### src/rtl/seg7_pkg.sv
`default_nettype none
// ============================================================================
//  Module      : seg7_pkg
//  Description : Shared definitions for the multiplexed 7-segment scanner:
//                blank pattern, scanner state encoding, decimal segment
//                patterns (active-high, {a,b,c,d,e,f,g}) and a BCD helper.
//  Ports       : none (package)
//  Revision    : 1.0 - initial release
// ============================================================================
package seg7_pkg;

    localparam logic [6:0] SEG_BLANK = 7'b0000000;

    // Scanner state encoding
    typedef logic [0:0] state_t;
    localparam state_t IDLE = 1'b0;
    localparam state_t SCAN = 1'b1;

    // Decimal digit patterns, seg[6] = a ... seg[0] = g
    localparam logic [6:0] SEG_0 = 7'b1111110;
    localparam logic [6:0] SEG_1 = 7'b0110000;
    localparam logic [6:0] SEG_2 = 7'b1101101;
    localparam logic [6:0] SEG_3 = 7'b1111001;
    localparam logic [6:0] SEG_4 = 7'b0110011;
    localparam logic [6:0] SEG_5 = 7'b1011011;
    localparam logic [6:0] SEG_6 = 7'b1011111;
    localparam logic [6:0] SEG_7 = 7'b1110000;
    localparam logic [6:0] SEG_8 = 7'b1111111;
    localparam logic [6:0] SEG_9 = 7'b1111011;

    function automatic logic is_bcd(input logic [3:0] code);
        return (code <= 4'd9);
    endfunction

endpackage
`default_nettype wire

### src/rtl/seg7_decoder.sv
`default_nettype none
// ============================================================================
//  Module      : seg7_decoder
//  Description : Combinational BCD to 7-segment decoder (active-high).
//                Codes above 9 produce the blank pattern.
//  Ports       : i_code - 4-bit BCD code
//                o_seg  - segments {a,b,c,d,e,f,g}
//  Revision    : 1.0 - initial release
// ============================================================================
module seg7_decoder
    import seg7_pkg::*;
(
    input  logic [3:0] i_code,
    output logic [6:0] o_seg
);

    always_comb begin
        o_seg = SEG_BLANK;
        case (i_code)
            4'd0:    o_seg = SEG_0;
            4'd1:    o_seg = SEG_1;
            4'd2:    o_seg = SEG_2;
            4'd3:    o_seg = SEG_3;
            4'd4:    o_seg = SEG_4;
            4'd5:    o_seg = SEG_5;
            4'd6:    o_seg = SEG_6;
            4'd7:    o_seg = SEG_7;
            4'd8:    o_seg = SEG_8;
            4'd9:    o_seg = SEG_9;
            default: o_seg = SEG_BLANK;
        endcase
    end

endmodule
`default_nettype wire

### src/rtl/seg7_scan_ctrl.sv
`default_nettype none
// ============================================================================
//  Module      : seg7_scan_ctrl
//  Description : Time-multiplexed scanner for NUM_DIGITS common-anode digits
//                sharing one decoder. Double-buffers the BCD value so frames
//                never tear, inserts anode dead-time at the start of each
//                slot, optionally suppresses leading zeros, blanks non-BCD.
//  Ports       : clk, rst      - clock, synchronous active-high reset
//                enable        - 1 = scan, 0 = display dark
//                load, value   - capture packed BCD value (digit 0 = LSN)
//                lz_blank      - suppress leading zeros
//                seg           - segments {a..g}, active-high
//                an            - anodes, active-low, an[k] = digit k
//                frame_done    - pulse when the last digit slot ends
//  Revision    : 1.0 - initial release
// ============================================================================
module seg7_scan_ctrl
    import seg7_pkg::*;
#(
    parameter int NUM_DIGITS  = 4,
    parameter int REFRESH_DIV = 50000,
    parameter int DEAD_CYC    = 2
) (
    input  logic                    clk,
    input  logic                    rst,
    input  logic                    enable,
    input  logic                    load,
    input  logic [4*NUM_DIGITS-1:0] value,
    input  logic                    lz_blank,
    output logic [6:0]              seg,
    output logic [NUM_DIGITS-1:0]   an,
    output logic                    frame_done
);

    localparam int c_IDX_W = (NUM_DIGITS > 1) ? $clog2(NUM_DIGITS) : 1;
    localparam int c_PRE_W = $clog2(REFRESH_DIV);

    localparam logic [c_IDX_W-1:0]    c_IDX_LAST = c_IDX_W'(NUM_DIGITS - 1);
    localparam logic [c_PRE_W-1:0]    c_PRE_LAST = c_PRE_W'(REFRESH_DIV - 1);
    localparam logic [c_PRE_W-1:0]    c_DEAD     = c_PRE_W'(DEAD_CYC);
    localparam logic [NUM_DIGITS-1:0] c_AN_OFF   = '1;
    localparam logic [NUM_DIGITS-1:0] c_AN_ONE   = NUM_DIGITS'(1);

    state_t                  r_state;
    logic [c_PRE_W-1:0]      r_presc;
    logic [c_IDX_W-1:0]      r_idx;
    logic [4*NUM_DIGITS-1:0] r_active;
    logic [4*NUM_DIGITS-1:0] r_pending;
    logic                    r_pend_flag;
    logic [6:0]              r_seg;
    logic [NUM_DIGITS-1:0]   r_an;
    logic                    r_frame_done;

    logic                    w_scan;
    logic                    w_slot_end;
    logic                    w_boundary;
    logic [3:0]              w_digit;
    logic [6:0]              w_dec_seg;
    logic [NUM_DIGITS-1:0]   w_lead_zero;
    logic                    w_run;
    logic                    w_blank;

    // Scanning only while enable is held; dropping enable darkens the
    // outputs on the very next edge.
    assign w_scan     = (r_state == SCAN) && enable;
    assign w_slot_end = w_scan && (r_presc == c_PRE_LAST);
    assign w_boundary = w_slot_end && (r_idx == c_IDX_LAST);
    assign w_digit    = r_active[{r_idx, 2'b00} +: 4];

    // w_lead_zero[k] = digit k and every more-significant digit are zero
    always_comb begin
        w_run       = 1'b1;
        w_lead_zero = '0;
        for (int k = NUM_DIGITS - 1; k >= 0; k--) begin
            w_run          = w_run & (r_active[4*k +: 4] == 4'd0);
            w_lead_zero[k] = w_run;
        end
    end

    // Digit 0 always shows, so an all-zero value still displays "0"
    assign w_blank = !is_bcd(w_digit) ||
                     (lz_blank && (r_idx != '0) && w_lead_zero[r_idx]);

    seg7_decoder u_decoder (
        .i_code (w_digit),
        .o_seg  (w_dec_seg)
    );

    // State, prescaler and digit index
    always_ff @(posedge clk) begin
        if (rst) begin
            r_state <= IDLE;
            r_presc <= '0;
            r_idx   <= '0;
        end else begin
            case (r_state)
                IDLE: begin
                    r_presc <= '0;
                    r_idx   <= '0;
                    if (enable) begin
                        r_state <= SCAN;
                    end
                end
                SCAN: begin
                    if (!enable) begin
                        r_state <= IDLE;
                        r_presc <= '0;
                        r_idx   <= '0;
                    end else if (w_slot_end) begin
                        r_presc <= '0;
                        r_idx   <= (r_idx == c_IDX_LAST) ? '0 : r_idx + 1'b1;
                    end else begin
                        r_presc <= r_presc + 1'b1;
                    end
                end
                default: r_state <= IDLE;
            endcase
        end
    end

    // Double buffer: the active value only changes on a frame boundary.
    // A load coinciding with the boundary bypasses the pending buffer.
    always_ff @(posedge clk) begin
        if (rst) begin
            r_active    <= '0;
            r_pending   <= '0;
            r_pend_flag <= 1'b0;
        end else if (w_boundary && load) begin
            r_active    <= value;
            r_pend_flag <= 1'b0;
        end else begin
            if (w_boundary && r_pend_flag) begin
                r_active    <= r_pending;
                r_pend_flag <= 1'b0;
            end
            if (load) begin
                r_pending   <= value;
                r_pend_flag <= 1'b1;
            end
        end
    end

    // Registered outputs, one cycle behind prescaler/index/active buffer
    always_ff @(posedge clk) begin
        if (rst) begin
            r_seg        <= SEG_BLANK;
            r_an         <= c_AN_OFF;
            r_frame_done <= 1'b0;
        end else begin
            r_frame_done <= w_boundary;
            if (w_scan) begin
                r_an  <= (r_presc < c_DEAD) ? c_AN_OFF : ~(c_AN_ONE << r_idx);
                r_seg <= w_blank ? SEG_BLANK : w_dec_seg;
            end else begin
                r_an  <= c_AN_OFF;
                r_seg <= SEG_BLANK;
            end
        end
    end

    assign seg        = r_seg;
    assign an         = r_an;
    assign frame_done = r_frame_done;

endmodule
`default_nettype wire

### config.mk
export PLATFORM = sky130hd
export DESIGN_NAME = seg7_scan_ctrl
export DESIGN_NICKNAME = d
export VERILOG_FILES = /design/src/rtl/seg7_pkg.sv /design/src/rtl/seg7_decoder.sv /design/src/rtl/seg7_scan_ctrl.sv
export SDC_FILE = /design/constraint.sdc
export NUM_CORES = 1
export LEC_CHECK = 0
export ABC_AREA = 0
export BUFFER_PORTS_ARGS = -buffer_cell sky130_fd_sc_hd__buf_2
export CAP_MARGIN = 25
export CELL_PAD_IN_SITES_DETAIL_PLACEMENT = 1
export CELL_PAD_IN_SITES_GLOBAL_PLACEMENT = 1
export CORE_MARGIN = 3
export CORE_UTILIZATION = 30
export CTS_BUF_LIST = sky130_fd_sc_hd__clkbuf_4
export DETAILED_ROUTE_END_ITERATION = 6
export PLACE_DENSITY_LB_ADDON = 0.1
export SYNTH_ARGS = -nofsm -noshare
export SYNTH_HDL_FRONTEND = slang
export SYNTH_SLANG_ARGS = --single-unit
### constraint.sdc
create_clock -name clk -period 2.15 [get_ports clk]
set_input_delay 0.43 -clock clk [delete_from_list [all_inputs] [get_ports clk]]
set_output_delay 0.43 -clock clk [all_outputs]
set_load 0.005 [all_outputs]
# == Word level (Yosys, flattened, before mapping) ==
# Memory sizes are Yosys's and may differ from the RTL's. A register that Yosys moved wholly into a read port is not among the register bits.
# Cells that the tools add are included.
# totals
reg_bits,57
mem_bits_ro,112
inputBits,21
output_inout_bits,12
mem_count,1
# mem_list
name,words,word_bits,read_ports,rd_ports_with_merged_regs,write_ports,line,rtl
(no name shown),16,7,1,1,0,seg7_decoder.sv:19,case (i_code)
# classes
n_addsub,2
order_cmp,3
eq_ne,3
shift,2
n_mux,14
bitwise,7
n_reduce_logical,20
# ops
cell,n
$mux W16,4
$pmux W16 S2,1
$add A16 B1 Y16 const B,1
$eq A16 B16 Y1 const B,1
$logic_not A4 Y1,4
$lt A16 B2 Y1 const B,1
$shiftx A16 B5 Y4,1
$logic_and A1 B1 Y1,7
$mux W2,3
$reduce_bool A2 Y1,3
$reduce_or A3 Y1,2
$le A4 B4 Y1 const B,1
$mux W1,4
$not A4 Y4,1
$pmux W2 S2,1
$shl A1 B2 Y4 const A,1
$and A1 B1 Y1,3
$lt A2 B3 Y1 const B,1
$ne A3 B2 Y1 const B,1
$not A1 Y1,3
$add A2 B1 Y2 const B,1
$bmux W1 S2,1
$eq A2 B2 Y1 const B,1
$reduce_and A2 Y1,1
other kinds (3),3

# == Logic depth before layout (Yosys ltp) ==
# Gate-level depths: netlist of run 1.
# logic_depth
depth_word,9
mapped_depth,8

# == By module ==
# Synthesis of run 1 repeated with hierarchy kept, for this count alone.
# unflattened
hier_cells,339
area_unflattened_um2,3049.2
# modules_own_cells
mod,instances,cells_per_inst,area_each_um2,seq_area_each_um2
seg7_scan_ctrl,1,311,2830.2,1281.2
seg7_decoder,1,28,219.0,0.0

# == Worst setup path after synthesis of run 1 ==
# No wires, ideal clock.
# synth_timing
path_type,reg2reg
startpoint,register r_idx[0]
endpoint,"register r_seg[3], in the netlist seg[3]"
setup_time_ps,70
arrival_time_ps,2001
required_time_ps,2080
path_slack_ps,79
stages_incl_launch_ff,8
n_path_buf,1
cell_sequence,dfxtp_1 -> buf_2 -> mux4_2 -> inv_1 -> ha_1 -> o21ai_0 -> a211o_1 -> a21oi_1
# synth_via
elab_chain_len,5
# synth_rtl
item,line,rtl
start: declaration,seg7_scan_ctrl.sv:46,logic [c_IDX_W-1:0] r_idx;
start signal: assignment,seg7_scan_ctrl.sv:111,r_idx <= (r_idx == c_IDX_LAST) ? '0 : r_idx + 1'b1;
$shiftx A16 B5 Y4 (tied with other cells),seg7_scan_ctrl.sv:68,"assign w_digit = r_active[{r_idx, 2'b00} +: 4];"
$le A4 B4 Y1 (tied with other cells),seg7_pkg.sv:32,return (code <= 4'd9);
$logic_not A1 Y1 or $logic_and A1 B1 Y1 (tied branches),"seg7_scan_ctrl.sv:81, seg7_scan_ctrl.sv:82",
$logic_or A1 B1 Y1,seg7_scan_ctrl.sv:81,assign w_blank = !is_bcd(w_digit) ||
$reduce_or A3 Y1 (no line),--,
end: declaration,seg7_scan_ctrl.sv:50,logic [6:0] r_seg;
# Several ways; a longest one is shown, not always the timed one. The select of a mux whose other input is x is not followed.
# A chain may end at the register's enable or synchronous reset.

# == Final worst setup path of run 1 ==
# layout_timing
startpoint,register r_presc[12]
endpoint,register r_pending[0]
# layout_via
elab_chain_len,6
# layout_rtl
item,line,rtl
start: declaration,seg7_scan_ctrl.sv:45,logic [c_PRE_W-1:0] r_presc;
start signal: assignment,seg7_scan_ctrl.sv:113,r_presc <= r_presc + 1'b1;
$eq A16 B16 Y1,seg7_scan_ctrl.sv:66,assign w_slot_end = w_scan && (r_presc == c_PRE_LAST);
$logic_and A1 B1 Y1,seg7_scan_ctrl.sv:66,
$logic_and A1 B1 Y1,seg7_scan_ctrl.sv:67,assign w_boundary = w_slot_end && (r_idx == c_IDX_LAST);
$logic_and A1 B1 Y1,seg7_scan_ctrl.sv:128,end else if (w_boundary && load) begin
$not A1 Y1 (no line),--,
$reduce_and A2 Y1 (no line),--,
end signal: assignment,seg7_scan_ctrl.sv:137,r_pending <= value;
end: declaration,seg7_scan_ctrl.sv:48,logic [4*NUM_DIGITS-1:0] r_pending;
# Every way passes these cells.

==> impl_results.md, run 1 <==
- Clk slew on worst S/H paths: around 100 ps
- Iteration-0 DRC Markers: 73
- Worst-Skew Late Latency: roughly 400 ps
- Die Ht: 107 um
- Vias: approximately 2400
- Share of cells above drive strength 1: 22.5%
- Top Ports: 33
- Tmin final: approximately 2000 ps
- Total die area: 11400 um^2
- Slew @ Worst Pin: slightly below 600 ps
- Largest net degree at the start of global routing: 52
- Peak supply drop: between 0.0003 and 0.0004 V
- Critical path required time: between 2000 and 2500 ps
- Hold Fails Final Rpt: 0
- Die Wd: roughly 110 um
- PwrDens: between 500 and 600 nW/um^2
- Ys flop type: dfxtp_1
- Reg2reg setup slack: ~170 ps
- Inserted Clock Buffers: 9
- Critical Path End Type: flop
- Hold Crit Class: in -> reg
- Ys Warns: 0
- IO buf count: 32
- Max Slew Vio Count: 0
- Via-to-Cell Ratio: about 4.7
- Synth Register Bits: between 60 and 70
- Most common cell in the netlist: dfxtp_1
- Crit start category: flop
- WP data arrival: ~2300 ps
- Initial core utilization: between 30% and 40%
- Unrepaired setup endpoints after global routing: no
- Number of global-route vias before repair: approximately 2500
- Total gr overflow: 0
- TritonCTS clock tree: yes
- Detailed-route wire length: ~7200 um
- Max transition margin: roughly three fifths
- Leak: between 1 and 1.5 nW
- Nets@finish: 393
- Yosys top cell area share: a little over two fifths
- Diode count: 0
- Status: completed
- Number of max-cap violations: 0
- Net Count, Synth: 357
- Global-route wire length before repair: between 10000 and 15000 um
- Mean Syn Cell Area: 9.41 um^2
- # hold bufs at CTS: 0
- Global placement routability congestion: 0.738
- Final Cycle Share: 92.3%
- Sink Count: 64
- Layout fillers: about 1200
- Dpl hpwl: between 5000 and 6000 um
- Sum Neg Setup Slack: 0 ps
- Top post-synthesis cells by count: dfxtp_1, nor2_1, a21oi_1, nand2_1, nand2b_1
- Post-Synthesis Cells: roughly 330
- Post-synth top area cell: dfxtp_1
- CP Class: reg -> reg
- Total power: 2.06 mW
- Fmax: around 0.5 GHz
- CP max stage cell: or4_4
- CP Launch Point: r_presc[12]
- Area contributors post-synth: dfxtp_1, o32ai_2, nor2_1, ha_1, mux2i_1
- Core area: between 9000 and 10000 um^2
- Crit-path max cell delay: between 500 and 600 ps
- Ys async rst share: 0%
- CP Cell Sequence: or4_4, nor4_4, a31o_1, buf_12, mux2i_1, nor2_1
- FF-to-FF End: r_pending[0]
- Total GRT Usage: between 10% and 20%
- EDFF count, synth: 0
- Post-synthesis sequential area ratio: approximately two fifths
- Area Overhead vs Synth: 13.9%
- Clock skew: roughly 15 ps
- Antenna-violating nets left: 0
- Critical path endpoint: r_pending[0]
- Crit path max fanout: 16
- Mapped cell area: around 3100 um^2
- Initial antenna violation count: 0
- Final setup viols: 0
- Clock buffer depth: 2
- Row count: 36
- Root Driver: clkbuf_4
- 1st-pass router iterations: 4
- WL/cell: around 15 um
- R2R cell count: 6
- DRC viols: 0
- H-tree depth: 3
- Origin of the critical flop-to-flop path: r_presc[12]
- Netlist cell types: 41
-- layout make-up --
cell class              count  area, um^2  area share (%)
clock buffers              14         105            3.02
clock inverters             1        5.00           0.144
inverters                   9        33.8           0.970
multi-input cells         231        1610            46.3
flip-flops and latches     64        1280            36.8
well taps                 133         166            4.78
repair buffers             46         278            7.98
-- worst max-delay path: cells and delay by family (launching register included) --
| family | cells | cell delay, ps |
|---|---|---|
| flops | 1 | 360 |
| simple gates | 3 | 870 |
| mux | 1 | 190 |
| buf+inv | 1 | 180 |
| compound gates | 1 | 250 |
-- registers in the layout, indices dropped and copies added (netlist names) --
name         flops
r_presc         16
r_state          1
r_pend_flag      1
frame_done       1
r_active        16
an               4
r_pending       16
seg              7
r_idx            2
-- what timing repair did --
item                                    in CTS  in global routing
buffers inserted                             0                  0
endpoints found under the setup margin       0                  1
gates resized for setup                      0                  1
-- how the worst min path moves through the flow --
stage / startpoint / endpoint / depth (start not counted)
final: value[2] / r_pending[2] / 3
after CTS: value[4] / r_pending[4] / 3
after global routing: value[8] / r_pending[8] / 3
after global placement: r_pending[6] / r_pending[6] / 2
after detailed placement: r_pending[10] / r_pending[10] / 2
after floorplan: r_presc[0] / r_presc[0] / 1
-- through the flow --
stage / utilization (%) / hold WS [ps] / setup WS (ps) / instances / cell area (um^2)
3_3_place_gp: 34.2 / 440 / 123 / 483 / 3370
6_report: 35.3 / 271 / 166 / 498 / 3480
5_1_grt: 35.3 / 229 / 12.6 / 498 / 3480
3_5_place_dp: 34.2 / 444 / 145 / 483 / 3370
2_1_floorplan: - / 430 / 78.8 / 325 / 3060
4_1_cts: 35.3 / 225 / 97.0 / 498 / 3480
-- report_power, final --
group | internal [mW] | total, mW | switching (mW)
registers | 1.21 | 1.22 | 0.0119
clock network | 0.297 | 0.709 | 0.412
logic | 0.0554 | 0.131 | 0.0754
-- per-layer routing --
layer	track usage, %	wire length [um]	vias up
met3	3.97	271	6
li1	-	-	1216
met5	0	0	-
met4	5.21	90	0
met2	20.9	3210	30
met1	18.4	3660	1103
-- logic make-up after synthesis --
logic type	count (synthesis)	synth area share (%)
adders and majority gates	11	4.50
xor gates and xnor gates	15	4.30
and+or+nand+nor	130	21.8
buffers and inverters	30	5.40
DFF	64	41.9
muxes	16	6.51
AOI/OAI and AO/OA	59	15.6
-- layout by cell type (no fill, tap or decap), types with 4 or more instances in the layout --
| cell type | n |
|---|---|
| o21ai_0 | 5 |
| nor2_1 | 40 |
| xnor2_1 | 6 |
| ha_1 | 11 |
| nor4_1 | 6 |
| nand2_1 | 23 |
| and3_1 | 13 |
| a21oi_1 | 23 |
| dfxtp_1 | 63 |
| nand2b_1 | 17 |
| nand3_1 | 14 |
| buf_4 | 13 |
| buf_2 | 32 |
| o32ai_1 | 5 |
| mux2i_1 | 12 |
| clkbuf_4 | 14 |
| inv_1 | 9 |
| o32ai_2 | 11 |
| a22oi_1 | 9 |
| nor2b_1 | 4 |
| xor2_1 | 9 |
No activity file was read; power rests on OpenSTA's default activity.
==> run 2, diff against run 1 <==
BUFFER_PORTS_ARGS = default   (was -buffer_cell sky130_fd_sc_hd__buf_2)
DONT_BUFFER_PORTS = 1   (was default)
==> run 2 against run 1 <==
Effect of this change:
- register-to-register slack got worse by 30 ps
- non-clock buffer count shrank 35
- clock power increased by 8.3%
- final cell count down 7.0%
- clock skew down 1.2 ps
- wire length is 0.61% lower
- combinational power fell by 39%
- setup slack got worse by 25 ps
- worst hold slack got worse by 190 ps
- sequential cell count did not move
- count of clock-buffer cells in the layout shrank 5
- design area fell by 4.3%
==> impl_results.md, run 2 (same netlist as run 1, synthesis figures left out) <==
- Crit path max fanout: 6 (-10)
- Core area: 9860 um^2 (unchanged)
- Initial antenna violation count: 0 (unchanged)
- Root Driver: clkbuf_4
- Dpl hpwl: 5140 um (-0.80%)
- Crit-path max cell delay: 550 ps (about the same)
- Max transition margin: 59.2% (-2.0 points)
- Clk pwr share: 37.1% (+2.7 points)
- Peak supply drop: 0.000254 V (-29%)
- Top Ports: 33 (unchanged)
- Antenna-violating nets left: 0 (unchanged)
- Crit start category: flop
- CP Launch Point: r_presc[12]
- Final Cycle Share: 93.4% (+1.2 points)
- Die Ht: 107 um (unchanged)
- Total gr overflow: 0 (unchanged)
- Share of cells above drive strength 1: 13.3% (-9.1 points)
- Final setup viols: 0 (unchanged)
- Hold Crit Class: in -> reg
- CP Cell Sequence: or4_4, nor4_4, nand3_2, buf_4, o32ai_1
- Global placement routability congestion: 0.741 (+0.46%)
- PwrDens: 621 nW/um^2 (+4.9%)
- 1st-pass router iterations: 5 (+1)
- CP Class: reg -> reg
- Nets@finish: 358 (-8.9%)
- Sink Count: 64 (unchanged)
- H-tree depth: 3 (unchanged)
- Clock buffer depth: 2 (unchanged)
- Via-to-Cell Ratio: 4.94 (+4.5%)
- R2R cell count: 5 (-1)
- Clk slew on worst S/H paths: 110 ps (about the same)
- Iteration-0 DRC Markers: 52 (-29%)
- Sequential share of power: 59.0% (-0.2 points)
- TritonCTS clock tree: yes
- Commonest non-fill, non-tap cells in the layout: dfxtp_1, nor2_1, nand2_1, a21oi_1, nand2b_1
- Largest net degree at the start of global routing: 54 (+3.8%)
- Row count: 36 (unchanged)
- Hold path cells: 1 (-2)
- Critical path required time: 2460 ps (+40 ps)
- Detailed-route wire length: 7180 um (-0.61%)
- Sum Neg Setup Slack: 0 ps (unchanged)
- Vias: 2289 (-2.8%)
- Diode count: 0 (unchanged)
- Status: completed
- WP data arrival: 2320 ps (+60 ps)
- NetSw: 0.488 mW (-2.4%)
- CP max stage cell: or4_4
- DRC viols: 0 (unchanged)
- Unrepaired setup endpoints after global routing: no
- Worst-Skew Late Latency: 410 ps (about the same)
- IO buf count: 0 (-100%)
- Combinational fraction of design power: 3.9% (-2.4 points)
- Leading cell type in the layout, fill and taps excluded: dfxtp_1
- Area Overhead vs Synth: 9.00%
- Inserted Clock Buffers: 9 (unchanged)
- Critical Path End Type: flop
- Global-route wire length before repair: 12500 um (+1.3%)
- WL/cell: 15.5 um (+6.9%)
- Sw frac: 23.6% (-0.68 points)
- Slew @ Worst Pin: 608 ps (+29.5 ps)
- Top Registers: r_active (16), r_pending (16), r_presc (16)
- Total power: 2.07 mW (+0.46%)
- Tmin final: 2010 ps (+25.1 ps)
- Initial core utilization: 31.0% (unchanged)
- Total die area: 11400 um^2 (unchanged)
- HP Start: rst
- Fmax: 0.498 GHz (-1.3%)
- # hold bufs at CTS: 0 (unchanged)
- Die Wd: 107 um (unchanged)
- Number of max-cap violations: 0 (unchanged)
- Internal power: 1.58 mW (+1.4%)
- Leak: 1.22 nW (-10%)
- Hold Fails Final Rpt: 0 (unchanged)
- Max Slew Vio Count: 0 (unchanged)
- Final core utilization: 33.8% (-1.5 points)
- Number of global-route vias before repair: 2403 (-2.0%)
- Total GRT Usage: 14.0% (+0.23 points)
- Clock skew: 13.5 ps (-1.24 ps)
- Origin of the critical flop-to-flop path: r_presc[12]
run 2: changes by cell type in the layout (fill, tap and decap cells not counted):
cell,change
buf_4,-5
buf_12,+2
clkinv_2,+1
clkbuf_4,-5
buf_2,-32
clkinv_1,+3
bufinv_16,+1
run 2: final timing paths:
| path | to | slack [ps] |
|---|---|---|
| setup / recovery | r_active[0] | 140 |
| hold / removal | r_state | 80 |
| setup reg to reg | r_active[0] | 140 |
| hold reg to reg | r_pending[7] | 450 |
run 2: worst max-delay path: cells and delay by family, from the launching register on:
kind | cells | cell delay [ps]
simple gates | 3 | 1080
flops | 1 | 350
compound gates | 1 | 260
buf+inv | 1 | 230
run 2: routing by layer:
| metal | GRT usage, % | wire (um) | vias to the layer above |
|---|---|---|---|
| met4 | 3.84 | 61 | 0 |
| met5 | 0 | 0 | - |
| li1 | - | - | 1152 |
| met1 | 18.4 | 3550 | 1099 |
| met3 | 4.70 | 280 | 4 |
| met2 | 21.9 | 3290 | 34 |
run 2: power by group through the flow:
stage | clock network, mW | logic (mW) | registers [mW]
final | 0.768 | 0.0802 | 1.22
after global routing | 0.862 | 0.0920 | 1.23
after CTS | 0.809 | 0.0827 | 1.22
after detailed placement | 0 | 0.0827 | 1.25
after global placement | 0 | 0.0822 | 1.25
after floorplan | 0 | 0.0841 | 1.24
run 2: timing repair:
action / CTS / global route
resized for setup: 0 / 1
setup endpoints to repair: 0 / 4
buffers inserted: 0 / 0
run 2: cell type report:
class	count	area (um^2)
Clock buffer	9	67.6
Fill cell	1150	6530
Tap cell	133	166
Multi-Input combinational cell	231	1610
Sequential cell	64	1280
Timing Repair Buffer	11	120
Clock inverter	6	51.3
Inverter	9	33.8
run 2: per-stage QoR:
stage,cells,instance area [um^2],hold slack [ps],setup WS (ps)
detailed placement,448,3210,436,112
finish,463,3330,79.9,141
floorplan,325,3060,430,78.8
global route,463,3330,37.8,13.4
global placement,448,3210,433,87.6
CTS,463,3330,54.5,82.5
